`src/rtl/sample_ring_writer.sv`:
```
// sample_ring_writer
//   Accepts 32-bit audio samples on a valid/ready stream and writes each one
//   as four little-endian byte writes to the byte-wide memory sizer, into a
//   circular buffer of 32-bit words starting at BASE_ADR. The last byte is held
//   for FLUSH_CYCLES cycles after its ack so the sizer can commit the word.
//   After those cycles, one select-low gap cycle lets the sizer go idle before
//   the next sample.
//
// Optional feature (macro SAMPLE_RING_DROP_ON_FULL_EN):
//   defined   - in_ready_o stays high in IDLE. A sample offered while the ring
//               is full is discarded and counted in drop_cnt_o (saturating).
//   undefined - a full ring backpressures via in_ready_o. drop_cnt_o is 0.
//
// Ports:
//   clk_i, reset_i         clock, asynchronous active-high reset
//   in_valid_i/in_ready_o  sample stream handshake, in_dat_i sample data
//   mem_sel_o, mem_we_o    sizer master select / write enable
//   mem_adr_o, mem_dat_o   byte address / write byte
//   mem_ack_i              sizer byte ack
//   rd_ptr_i               consumer word index
//   wr_ptr_o               next word index to be written
//   full_o                 ring full (one word always left free)
//   drop_cnt_o             dropped-sample count
//
// FLUSH_CYCLES is expected to be at least 1.

module sample_ring_writer #(
  parameter int unsigned          ADR_WIDTH    = 16,
  parameter logic [ADR_WIDTH-1:0] BASE_ADR     = '0,
  parameter int unsigned          RING_WORDS   = 256,
  parameter int unsigned          FLUSH_CYCLES = 4
) (
  input  logic                          clk_i,
  input  logic                          reset_i,
  input  logic                          in_valid_i,
  output logic                          in_ready_o,
  input  logic [31:0]                   in_dat_i,
  output logic                          mem_sel_o,
  output logic                          mem_we_o,
  output logic [ADR_WIDTH-1:0]          mem_adr_o,
  output logic [7:0]                    mem_dat_o,
  input  logic                          mem_ack_i,
  input  logic [$clog2(RING_WORDS)-1:0] rd_ptr_i,
  output logic [$clog2(RING_WORDS)-1:0] wr_ptr_o,
  output logic                          full_o,
  output logic [7:0]                    drop_cnt_o
);

  localparam int unsigned PTR_W = $clog2(RING_WORDS);
  localparam int unsigned FC_W  = $clog2(FLUSH_CYCLES + 1);

  typedef enum logic [3:0] {
    IDLE    = 4'b0001,
    WR_BYTE = 4'b0010,
    FLUSH   = 4'b0100,
    GAP     = 4'b1000
  } state_e;

  state_e               state_q;
  logic [23:0]          sample_q;     // bytes 1..3 still to be written, byte 1 lowest
  logic [1:0]           idx_q;
  logic [FC_W-1:0]      flush_cnt_q;
  logic [PTR_W-1:0]     wr_ptr_q;
  logic [PTR_W-1:0]     wr_ptr_d;
  logic                 sel_q;
  logic                 we_q;
  logic [ADR_WIDTH-1:0] adr_q;
  logic [7:0]           dat_q;
  logic                 idle;
  logic                 accept;
  logic                 start;

  // Ring wraps naturally because RING_WORDS is a power of two
  assign wr_ptr_d = wr_ptr_q + PTR_W'(1);
  assign full_o   = (wr_ptr_d == rd_ptr_i);
  assign idle     = (state_q == IDLE);
  assign accept   = in_valid_i & in_ready_o;

`ifdef SAMPLE_RING_DROP_ON_FULL_EN
  logic [7:0] drop_cnt_q;

  // Ready is gated by reset so it reads low while reset is held
  assign in_ready_o = idle & ~reset_i;
  assign start      = accept & ~full_o;
  assign drop_cnt_o = drop_cnt_q;

  // Saturating count of samples discarded against a full ring
  always_ff @(posedge clk_i or posedge reset_i) begin
    if (reset_i) begin
      drop_cnt_q <= 8'h00;
    end else if (accept && full_o && (drop_cnt_q != 8'hFF)) begin
      drop_cnt_q <= drop_cnt_q + 8'h01;
    end
  end
`else
  assign in_ready_o = idle & ~full_o & ~reset_i;
  assign start      = accept;
  assign drop_cnt_o = 8'h00;
`endif

  assign wr_ptr_o  = wr_ptr_q;
  assign mem_sel_o = sel_q;
  assign mem_we_o  = we_q;
  assign mem_adr_o = adr_q;
  assign mem_dat_o = dat_q;

  // Sample serialiser FSM with registered bus outputs
  always_ff @(posedge clk_i or posedge reset_i) begin
    if (reset_i) begin
      state_q     <= IDLE;
      sample_q    <= '0;
      idx_q       <= '0;
      flush_cnt_q <= '0;
      wr_ptr_q    <= '0;
      sel_q       <= 1'b0;
      we_q        <= 1'b0;
      adr_q       <= '0;
      dat_q       <= '0;
    end else begin
      case (state_q)
        IDLE: begin
          if (start) begin
            sample_q <= in_dat_i[31:8];
            idx_q    <= '0;
            sel_q    <= 1'b1;
            we_q     <= 1'b1;
            adr_q    <= BASE_ADR + ADR_WIDTH'({wr_ptr_q, 2'b00});
            dat_q    <= in_dat_i[7:0];
            state_q  <= WR_BYTE;
          end
        end
        WR_BYTE: begin
          if (mem_ack_i) begin
            if (idx_q == 2'd3) begin
              flush_cnt_q <= '0;
              state_q     <= FLUSH;
            end else begin
              idx_q    <= idx_q + 2'd1;
              adr_q    <= adr_q + ADR_WIDTH'(1);
              dat_q    <= sample_q[7:0];
              sample_q <= {8'h00, sample_q[23:8]};
            end
          end
        end
        FLUSH: begin
          // Byte 3 stays on the bus; acks here only re-write the same byte
          if (flush_cnt_q == FC_W'(FLUSH_CYCLES - 1)) begin
            sel_q    <= 1'b0;
            we_q     <= 1'b0;
            wr_ptr_q <= wr_ptr_d;
            state_q  <= GAP;
          end else begin
            flush_cnt_q <= flush_cnt_q + FC_W'(1);
          end
        end
        GAP: begin
          state_q <= IDLE;
        end
        default: begin
          state_q <= IDLE;
        end
      endcase
    end
  end

endmodule

```
`config.mk`:
```
export PLATFORM = sky130hd
export DESIGN_NAME = sample_ring_writer
export DESIGN_NICKNAME = d
export VERILOG_FILES = /design/src/rtl/sample_ring_writer.sv
export SDC_FILE = /design/constraint.sdc
export NUM_CORES = 1
export LEC_CHECK = 0
export BUFFER_PORTS_ARGS = -buffer_cell sky130_fd_sc_hd__buf_2
export CORE_MARGIN = 1
export CORE_UTILIZATION = 40
export CTS_CLUSTER_DIAMETER = 50
export DETAILED_ROUTE_END_ITERATION = 12
export SETUP_SLACK_MARGIN = 0.02
export SYNTH_ARGS = -nofsm -noshare
export SYNTH_HDL_FRONTEND = slang
export SYNTH_SLANG_ARGS = --single-unit
```
`constraint.sdc`:
```
create_clock -name clk_i -period 3.25 [get_ports clk_i]
set_input_delay 0.1625 -clock clk_i [delete_from_list [all_inputs] [get_ports clk_i]]
set_output_delay 0.1625 -clock clk_i [all_outputs]
set_load 0.01 [all_outputs]
```
==> impl_metrics.env <==
export IMPL_status="completed"
export IMPL_fmax_ghz=0.3530
export IMPL_place_detailed_hpwl_um=6254
export IMPL_antenna_cells=0
export IMPL_finalWirelength_um=9115
export IMPL_synth_seq_cells=66
export IMPL_start_util_pct=41.67
export IMPL_synth_area_leader_cell="dfrtp_1"
export IMPL_nets=511
export IMPL_portBuffers=79
export IMPL_p_leak_nw=2.193
export IMPL_yosysUniqueCellTypes=57
export IMPL_clock_sinks=66
export IMPL_cts_resized=0
export IMPL_endpoint_kind="flip-flop"
export IMPL_synth_most_common_cell="nand2_1"
export IMPL_path_max_fanout=27
export IMPL_ys_warnings_count=0
export IMPL_hp_class="input pin to flip-flop"
export IMPL_drive_above_1_share_pct=31.05
export IMPL_crit_required_ns=3.46
export IMPL_cts_tree="done"
export IMPL_seq_area_frac_synth_pct=42.72
export IMPL_die_w_um=100.3
export IMPL_via_per_inst=5.174
export IMPL_rows=35
export IMPL_grt_pass1_wl_um=15550
export IMPL_clk_latency_ns=0.35
export IMPL_finalClockSkew_ns=0.008683
export IMPL_power_mw=2.495
export IMPL_gp_congestion=0.8373
export IMPL_synth_edf_count=0
export IMPL_synth_async_sr_flop_share_pct=100.0
export IMPL_maxCapViolations=0
export IMPL_max_slew_margin_pct=27.22
export IMPL_ys_top_cells_by_area="dfrtp_1 42%, mux2_4 9.3%, nand2_1 8.6%, mux2i_1 3.1%, a2bb2oi_2 2.7%"
export IMPL_setup_violations=0
export IMPL_synthTopCellsByCount="89 x nand2_1, 65 x dfrtp_1, 24 x mux2_4, 15 x a21oi_1, 15 x nand3_1"
export IMPL_num_io_pins=88
export IMPL_drc_errors=0
export IMPL_syn_inst=388
export IMPL_cp_data_arrival_time_ns=3.04
export IMPL_root_buffer="clkbuf_8"
export IMPL_htreeDepth=3
export IMPL_ys_dominant_reg_cell="dfrtp_1"
export IMPL_hold_viol_final=0
export IMPL_avgSynthCellArea_um2=9.971
export IMPL_finalCritPeriodShare_pct=87.17
export IMPL_min_period_ns=2.833
export IMPL_cts_buffer_depth=2
export IMPL_tns_ns=0
export IMPL_cts_buffers_inserted=9
export IMPL_first_pass_iters=6
export IMPL_ir_drop_mv=0.2181
export IMPL_cp_start_kind="flip-flop"
export IMPL_power_density_mw_per_mm2=555.0
export IMPL_worst_pin_slew_ns=1.089
export IMPL_routedWlPerCell_um=15.29
export IMPL_dieArea_mm2=0.01007
export IMPL_vias=3084
export IMPL_crit_type="flip-flop to flip-flop"
export IMPL_slew_violations=0
export IMPL_grt_use_total_pct=19.60
export IMPL_yosys_area_top_type_share_pct=42.04
export IMPL_clkSlewWorstSetupHoldPaths_ns=0.08
export IMPL_syn_area_mm2=0.003869
export IMPL_die_h_um=100.3
export IMPL_drt_antenna_violating_nets=0
export IMPL_grt_pass1_vias=3139
export IMPL_grt_max_degree=49
export IMPL_rsz0062_at_grt="no"
export IMPL_synthToLayoutAreaGrowth_pct=16.20
export IMPL_core_area_mm2=0.009284
export IMPL_nFillCells=934
export IMPL_grt_ovfl_total=0
export IMPL_antenna_found_initial=0
export IMPL_drt_iter0_markers=160
==> where the power goes <==
group / switching (mW) / internal [mW]
sequential: 0.161 / 1.01
combinational: 0.257 / 0.340
clock: 0.350 / 0.375
total: 0.768 / 1.73
==> per-layer routing <==
| metal | global-route usage [%] | vias up | share of wire [%] |
|---|---|---|---|
| li1 | - | 1502 | - |
| met1 | 27.57 | 1493 | 48 |
| met2 | 29.87 | 79 | 46 |
| met3 | 4.875 | 10 | 5.0 |
| met4 | 5.686 | 0 | 1.1 |
| met5 | 0 | - | 0 |
==> kinds of logic after synthesis <==
group	synth area share (%)
adder cells (fa/ha/maj)	1.617
flip-flops	42.72
AO/OA/AOI/OAI	13.32
multiplexers	12.71
XOR/XNOR	3.396
other	0.09693
buffers and inverters	6.468
AND/OR/NAND/NOR	19.66
==> through the flow <==
stage	cells	utilization (%)	hold WS, ns	setup slack (ns)	cell area [um^2]
6_report	596	48.42	0.1035	0.4171	4496
5_1_grt	596	48.42	0.1089	0.1081	4496
3_3_place_gp	579	46.12	0.2054	0.5788	4282
4_1_cts	596	48.42	0.09712	0.3988	4496
3_5_place_dp	579	46.12	0.2190	0.4198	4282
2_1_floorplan	395	-	0.3601	0.8702	3895
==> placed cells by master (no fill, tap or decap), types with 3 or more instances in the layout <==
cell type,Yosys,final
o2bb2ai_1,11,11
nor3_1,5,4
nand2_1,89,89
a31oi_1,5,5
or3_1,3,3
o21ai_0,11,11
a2bb2oi_2,7,7
inv_1,8,7
a21oi_1,15,15
o22ai_1,5,5
nor2_1,14,14
buf_4,11,6
or4_1,3,3
clkinvlp_4,0,3
nand4_1,7,7
xor2_1,3,3
and3_1,3,3
buf_2,1,79
clkbuf_8,0,10
xnor2_1,12,12
nand3_1,15,15
mux2_4,24,24
nand2b_1,4,4
conb_1,1,8
mux2i_1,12,12
dfrtp_1,65,65
ha_1,5,5
==> layout make-up <==
cell class,count,area (um^2),area share [%]
well taps,129,161.4,3.590
flip-flops and latches,66,1653,36.77
repair buffers,86,450.4,10.02
clock buffers,10,137.6,3.062
inverters,8,30.03,0.6680
clock inverters,6,66.31,1.475
multi-input cells,291,1997,44.42
==> worst paths after layout <==
kind	from	endpoint	slack [ns]	cells after the start
max	wr_ptr_o[0]$_DFFE_PP0P_	mem_adr_o[1]$_DFFE_PP0P_	0.42	9
min in group asynchronous	reset_i	wr_ptr_o[4]$_DFFE_PP0P_	0.40	3
max reg2reg	wr_ptr_o[0]$_DFFE_PP0P_	mem_adr_o[1]$_DFFE_PP0P_	0.42	9
min	in_dat_i[28]	sample_q[20]$_DFFE_PP0P_	0.10	3
max in group asynchronous	reset_i	wr_ptr_o[0]$_DFFE_PP0P_	1.86	4
min reg2reg	mem_adr_o[15]$_DFFE_PP0P_	mem_adr_o[15]$_DFFE_PP0P_	0.47	1
==> timing repair <==
| action | in CTS | in global routing |
|---|---|---|
| setup endpoints to repair | 0 | 0 |
| setup buffers | 0 | 0 |
| hold endpoints to repair | 19 | 0 |
| hold buffers | 1 | 0 |
==> flip-flops by register name, summed over array words and instances (netlist names) <==
signal and cells:
flush_cnt_q 3, idx_q 2, mem_adr_o 16, mem_dat_o 8, mem_we_o 1, sample_q 24, state_q 4, wr_ptr_o 8
==> worst max-delay path, stage by stage (launching register included) <==
cell and delay, ns:
dfrtp_1 0.51, ha_1 0.38, nand4b_1 0.14, a211oi_1 0.28
o2111a_1 0.23, nand4b_2 0.20, nand4_4 0.17, buf_4 0.34
o2bb2ai_2 0.27, o21ai_0 0.17
Note: power is estimated with default switching activity, not from simulation.
